File: config.mk
export PLATFORM = sky130hd
export DESIGN_NAME = spi_rx_slave
export DESIGN_NICKNAME = d
export VERILOG_FILES = /design/src/rtl/spi_rx_slave.sv
export SDC_FILE = /design/constraint.sdc
export NUM_CORES = 1
export LEC_CHECK = 0
export ABC_AREA = 1
export CAP_MARGIN = 10
export CORE_MARGIN = 2
export CORE_UTILIZATION = 45
export DETAILED_ROUTE_END_ITERATION = 8
export PLACE_DENSITY = 0.66
export SYNTH_ARGS = -nofsm -noshare
export SYNTH_HDL_FRONTEND = slang
export SYNTH_SLANG_ARGS = --single-unit
File: constraint.sdc
create_clock -name clk -period 2.4 [get_ports clk]
set_clock_uncertainty 0.05 [all_clocks]
set_input_delay 0.48 -clock clk [delete_from_list [all_inputs] [get_ports clk]]
set_output_delay 0.48 -clock clk [all_outputs]
set_load 0.02 [all_outputs]
File: src/rtl/spi_rx_slave.sv
// SPI receive endpoint: synchronizes cs/sclk/mosi to clk, deserializes one
// LSB-first word per chip-select frame and offers it on a valid/ready port.
module spi_rx_slave #(
    parameter int WIDTH       = 12,
    parameter int SYNC_STAGES = 2
) (
    input  logic             clk,
    input  logic             rst,
    input  logic             cs,
    input  logic             sclk,
    input  logic             mosi,
    output logic [WIDTH-1:0] dout,
    output logic             dout_valid,
    input  logic             dout_ready,
    output logic             busy,
    output logic             frame_err,
    output logic             overrun
);

    localparam int CW = $clog2(WIDTH + 2);
    localparam logic [CW-1:0] FULL = CW'(WIDTH);
    localparam logic [CW-1:0] SAT  = CW'(WIDTH + 1);

    typedef enum logic [1:0] {IDLE, RECV, EMIT} state_t;

    state_t                 state;
    logic [SYNC_STAGES-1:0] cs_sync;
    logic [SYNC_STAGES-1:0] sclk_sync;
    logic [SYNC_STAGES-1:0] mosi_sync;
    logic [SYNC_STAGES:0]   warm;
    logic                   cs_q;
    logic                   sclk_q;
    logic                   armed;
    logic [WIDTH-1:0]       shreg;
    logic [CW-1:0]          bitcnt;

    logic cs_s, sclk_s, mosi_s;
    logic sclk_rise, cs_fall, cs_rise;

    assign cs_s      = cs_sync[SYNC_STAGES-1];
    assign sclk_s    = sclk_sync[SYNC_STAGES-1];
    assign mosi_s    = mosi_sync[SYNC_STAGES-1];
    assign sclk_rise = sclk_s & ~sclk_q;
    assign cs_fall   = ~cs_s & cs_q;
    assign cs_rise   = cs_s & ~cs_q;

    always_ff @(posedge clk or posedge rst) begin
        if (rst) begin
            cs_sync   <= '1;
            sclk_sync <= '0;
            mosi_sync <= '0;
            cs_q      <= 1'b1;
            sclk_q    <= 1'b0;
        end else begin
            cs_sync   <= {cs_sync[SYNC_STAGES-2:0], cs};
            sclk_sync <= {sclk_sync[SYNC_STAGES-2:0], sclk};
            mosi_sync <= {mosi_sync[SYNC_STAGES-2:0], mosi};
            cs_q      <= cs_s;
            sclk_q    <= sclk_s;
        end
    end

    // The synchronizer reset values are not real samples; only once the
    // pipeline has flushed and cs is seen high is a cs fall trusted.
    always_ff @(posedge clk or posedge rst) begin
        if (rst) begin
            warm  <= '0;
            armed <= 1'b0;
        end else begin
            warm <= {warm[SYNC_STAGES-1:0], 1'b1};
            if (warm[SYNC_STAGES] && cs_s && cs_q)
                armed <= 1'b1;
        end
    end

    always_ff @(posedge clk or posedge rst) begin
        if (rst) begin
            state      <= IDLE;
            shreg      <= '0;
            bitcnt     <= '0;
            dout       <= '0;
            dout_valid <= 1'b0;
            busy       <= 1'b0;
            frame_err  <= 1'b0;
            overrun    <= 1'b0;
        end else begin
            frame_err <= 1'b0;
            overrun   <= 1'b0;
            if (dout_valid && dout_ready)
                dout_valid <= 1'b0;

            case (state)
                IDLE: begin
                    if (cs_fall && armed) begin
                        state  <= RECV;
                        busy   <= 1'b1;
                        shreg  <= '0;
                        bitcnt <= '0;
                    end
                end
                RECV: begin
                    if (sclk_rise) begin
                        if (bitcnt < FULL)
                            shreg <= shreg | (WIDTH'(mosi_s) << bitcnt);
                        if (bitcnt != SAT)
                            bitcnt <= bitcnt + CW'(1);
                    end
                    if (cs_rise) begin
                        state <= EMIT;
                        busy  <= 1'b0;
                    end
                end
                EMIT: begin
                    state <= IDLE;
                    // A stalled consumer keeps its word; the new one is lost.
                    if (bitcnt != FULL) begin
                        frame_err <= 1'b1;
                    end else if (!dout_valid || dout_ready) begin
                        dout       <= shreg;
                        dout_valid <= 1'b1;
                    end else begin
                        overrun <= 1'b1;
                    end
                end
                default: state <= IDLE;
            endcase
        end
    end

endmodule

==> Word-level counts from Yosys, hierarchy flattened <==
Cells that the tools add are included.
{ "op_classes": {"n_reduce_logical": 13, "n_mux": 23, "n_eq_ne": 9, "n_shift": 1, "n_bitwise": 8, "magnitude_cmp": 1, "add_sub_neg": 1} }
{ "ops": {"columns": ["cell", "n"], "rows": [
  ["$mux W12", 3],
  ["$pmux W12 S2", 1],
  ["$mux W4", 3],
  ["$or A12 B12 Y12", 1],
  ["$shl A1 B4 Y12", 1],
  ["$mux W1", 11],
  ["$ne A2 B2 Y1 const B", 5],
  ["$ne A4 B4 Y1 const B", 2],
  ["$pmux W4 S2", 1],
  ["$reduce_and A4 Y1", 2],
  ["$reduce_and A3 Y1", 2],
  ["$add A4 B1 Y4 const B", 1],
  ["$logic_and A1 B1 Y1", 4],
  ["$lt A4 B4 Y1 const B", 1],
  ["$mux W2", 2],
  ["$not A1 Y1", 4],
  ["$pmux W2 S2", 1],
  ["$and A1 B1 Y1", 3],
  ["$eq A2 B1 Y1 const B", 1],
  ["$eq A2 B2 Y1 const B", 1],
  ["$logic_not A2 Y1", 1],
  ["$pmux W1 S2", 1],
  ["$reduce_and A2 Y1", 1],
  ["$reduce_bool A2 Y1", 1],
  ["2 further kinds", 2]
]} }
{ "totals": {"word_cells": 71, "ff_bits": 46, "out_inout_bits": 16} }

==> Logic depth before layout (Yosys ltp) <==
{ "logic_depth": {"ltp_word": 5, "mapped_depth": 8, "ltp_nobuf": 8} }

==> Least setup slack after synthesis <==
OpenSTA, ideal clock, no wires.
{ "synth_timing": {"path_type": "reg2reg", "startpoint": "register bitcnt[1]", "endpoint": "register dout[0]", "n_path_buf": 1, "arrival_time_ns": 1.248, "path_stages_with_launch": 9, "path_slack_ns": 0.984, "setup_time_ns": 0.118, "path_cell_list": "dfrtp_1 -> inv_2 -> ha_1 -> inv_1 -> nor2_4 -> nand3_4 -> buf_6 -> nand2_1 -> o21ai_2"} }
{ "synth_via": {"elab_chain_cells": 3} }
{ "synth_rtl": {"columns": ["item", "line_no", "text"], "rows": [
  ["start: declaration", "35", "logic [CW-1:0] bitcnt;"],
  ["start signal: assignment", "106", "bitcnt <= bitcnt + CW'(1);"],
  ["$ne A4 B4 Y1", "116", "if (bitcnt != FULL) begin"],
  ["$not A1 Y1 (no source line)", null, null],
  ["$reduce_and A3 Y1 (no source line)", null, null],
  ["end signal: assignment", "119", "dout <= shreg;"],
  ["end: declaration", "12", "output logic [WIDTH-1:0] dout,"]
]} }
No other way between the ends.
A chain may end at the register's enable or synchronous reset.

==> Worst setup path after layout <==
{ "layout_timing": {"startpoint": "register dout[4]", "endpoint": "output dout[4]"} }
No word-level cell between the ends.

==> reports/results.tsv <==
stage	metric	value	unit
placed_design	gp_congestion	0.787	
routing	via_count	1364	
timing	rsz0062_at_grt	false	
critical_path	path_max_fanout	2	
critical_path	endpoint_kind	output pin	
critical_path	path_cells	clkdlybuf4s50_1	
power	ir_drop	348	uV
clock_tree	cts.sinks	46	
critical_path	cpLargestDelayFamily	buffers and inverters	
timing	min_period_over_period	0.746	
floorplanning	core	4380	sq um
critical_path	critPathMaxStageDelay	0.61	ns
yosys	netlist.top_cell.by_area	dfrtp_1	
timing	finalMaxSlewViolations	0	
placed_design	portBuffers	21	
hold_path	hold_path_class	flip-flop to flip-flop	
timing	relSlewSlack	0.658	
routing	drc_errors	0	
grt	grt_util_all_layers	0.153	
timing	tns	0	ns
clock_tree	cts.repair.resized	0	
run	cap_violations	0	
layout	antennaDiodeCount	0	
routing	drtIter0Drc	95	
yosys	avgSynthCellArea	9.46	sq um
routing	wire_per_inst	11.4	microns
timing	final-setup-viol-count	0	
yosys	synth_area	2050	sq um
grt	antenna_found_initial	0	
placed_design	dp_hpwl	2.39	mm
power	p_sw_frac	0.323	
clock_tree	root_buffer	clkbuf_8	
floorplanning	die_h	71.5	microns
clock_tree	tritoncts	built	
yosys	yosysTopAreaCellShare	0.524	
timing	final_hold_viol_count	0	
clock_tree	clkSlewWorstSetupHoldPaths	0.08	ns
yosys	synth_nets	226	
layout	drive_gt1_frac	0.174	
critical_path	cp_slowest_cell	clkdlybuf4s50_1	
critical_path	critPathBufInv	1	
timing	max_freq	558	MHz
routing	ant_nets	0	
grt	grt_start_max_net_pins	25	
layout	fin_nets	249	
power	p_leak	1.13	nW
layout	stdcell_count	293	
power	comb_power_share	0.216	
timing	worst_slack	0.609	ns
clock_tree	post_cts_buffers	0	
yosys	ys_warn_count	0	
routing	drt_wl_total	3.34	mm
placed_design	placed_cells	285	
critical_path	critPathArrivalTime	1.26	ns
routing	firstDrtPassIters	4	
critical_path	start_kind	flip-flop	
power	power.net_switching	0.610	mW
yosys	synth_cell_types	25	
grt	grt_overflow_total	0	
layout	area_growth	16.8	%
routing	viasPerCell	4.66	
placed_design	place_ws	0.602	ns
clock_tree	numCtsBuffers	5	
floorplanning	die-area	5120	sq um
clock_tree	cts_max_level	2	
clock_tree	clock_latency	0.29	ns
clock_tree	max-clock-path-buffers	2	
outcome	status	completed	
power	power_frac_seq	0.483	
timing	whs	0.302	ns
critical_path	worstPathRequired	1.87	ns
yosys	syn_inst	217	
floorplanning	initial_utilization	0.468	
yosys	synth_area_leaders	dfrtp_1 (52%), nand2_1 (12%), o21ai_2 (5.1%), inv_1 (4.6%), dfstp_2 (3.8%)	
floorplanning	num_rows	24	
grt	grt_pass1_vias	1365	
critical_path	worstSetupPathType	flip-flop to output pin	
clock_tree	hold_buffers	0	
floorplanning	io_pins	22	
yosys	ys_ff_latch	46	
power	p_int	1.28	mW
floorplanning	die_w	71.5	microns
timing	worst_pin_slew	0.512	ns
power	fin_total_pwr	1.89	mW
power	power_density	787	nW/um^2
power	p_clk_frac	0.301	
yosys	yosysSeqAreaShare	0.562	
timing	min_period	1.79	ns
grt	grt_pass1_wl	6.13	mm
final timing paths:
path,from,end,slack [ns],cells past startpoint
max,dout[4],dout[4],0.61,1
min,sclk_sync[0],sclk_sync[1],0.30,0
max reg2reg,bitcnt[1],dout[2],0.67,7
min reg2reg,sclk_sync[0],sclk_sync[1],0.30,0
max in group asynchronous,rst,dout[9],1.32,3
min in group asynchronous,rst,state[0],0.49,2
layer usage:
metal,global-route usage,up-vias,part of all wire
li1,-,724,-
met5,0,-,0
met4,0.0566,0,0.016
met2,0.249,22,0.48
met3,0.0380,5,0.035
met1,0.199,613,0.47
flip-flops by register name (all words and copies together), names as in the netlist:
name        count
dout_valid      1
cs_sync         2
frame_err       1
state           2
shreg          12
warm            3
busy            1
cs_q            1
sclk_q          1
armed           1
dout           12
sclk_sync       2
bitcnt          4
overrun         1
mosi_sync       2
cell families after synthesis:
group | synth area share
XOR/XNOR | 0.00427
buffers and inverters | 0.0853
flip-flops | 0.562
adder cells (fa/ha/maj) | 0.0183
AO/OA/AOI/OAI | 0.0969
other | 0.00183
AND/OR/NAND/NOR | 0.231
Yosys cell counts, drive strengths merged:
cell type and number:
buf 6, nand4 3, inv 29, xor2 1
nor2 11, a31o 1, o21ai 26, a21oi 3
or2 1, nand2 70, nand3 16, dfrtp 43
ha 3, conb 1, dfstp 3
area by class of cell:
type | count | area (sq um)
clock inverters | 2 | 37.5
repair buffers | 22 | 230
inverters | 29 | 114
fillers | 397 | 1990
flip-flops and latches | 46 | 1150
clock buffers | 6 | 72.6
well taps | 52 | 65.1
multi-input cells | 136 | 723
cells in the final DEF (no fill, tap or decap), types with 5 or more instances in the layout:
cell	Yosys	layout
nand2_1	63	63
dfrtp_1	43	43
inv_1	25	24
clkdlybuf4s50_1	0	21
nand3_1	15	15
o21ai_2	12	12
o21ai_1	8	8
nor2_1	7	7
o21ai_0	6	6
nand2_2	5	5
clkbuf_8	0	5
through the flow:
stage	instance area, sq um	util
floorplan	2050	-
global placement	2290	0.522
detailed placement	2290	0.522
CTS	2400	0.547
global route	2400	0.547
finish	2400	0.547
power groups by stage:
stage / clock network [mW] / logic, mW / registers, mW
2_1_floorplan: 0 / 0.333 / 0.914
3_3_place_gp: 0 / 0.407 / 0.926
3_5_place_dp: 0 / 0.416 / 0.928
4_1_cts: 0.583 / 0.418 / 0.913
5_1_grt: 0.615 / 0.479 / 0.922
6_report: 0.567 / 0.408 / 0.912
No activity file was read; power rests on OpenSTA's default activity.
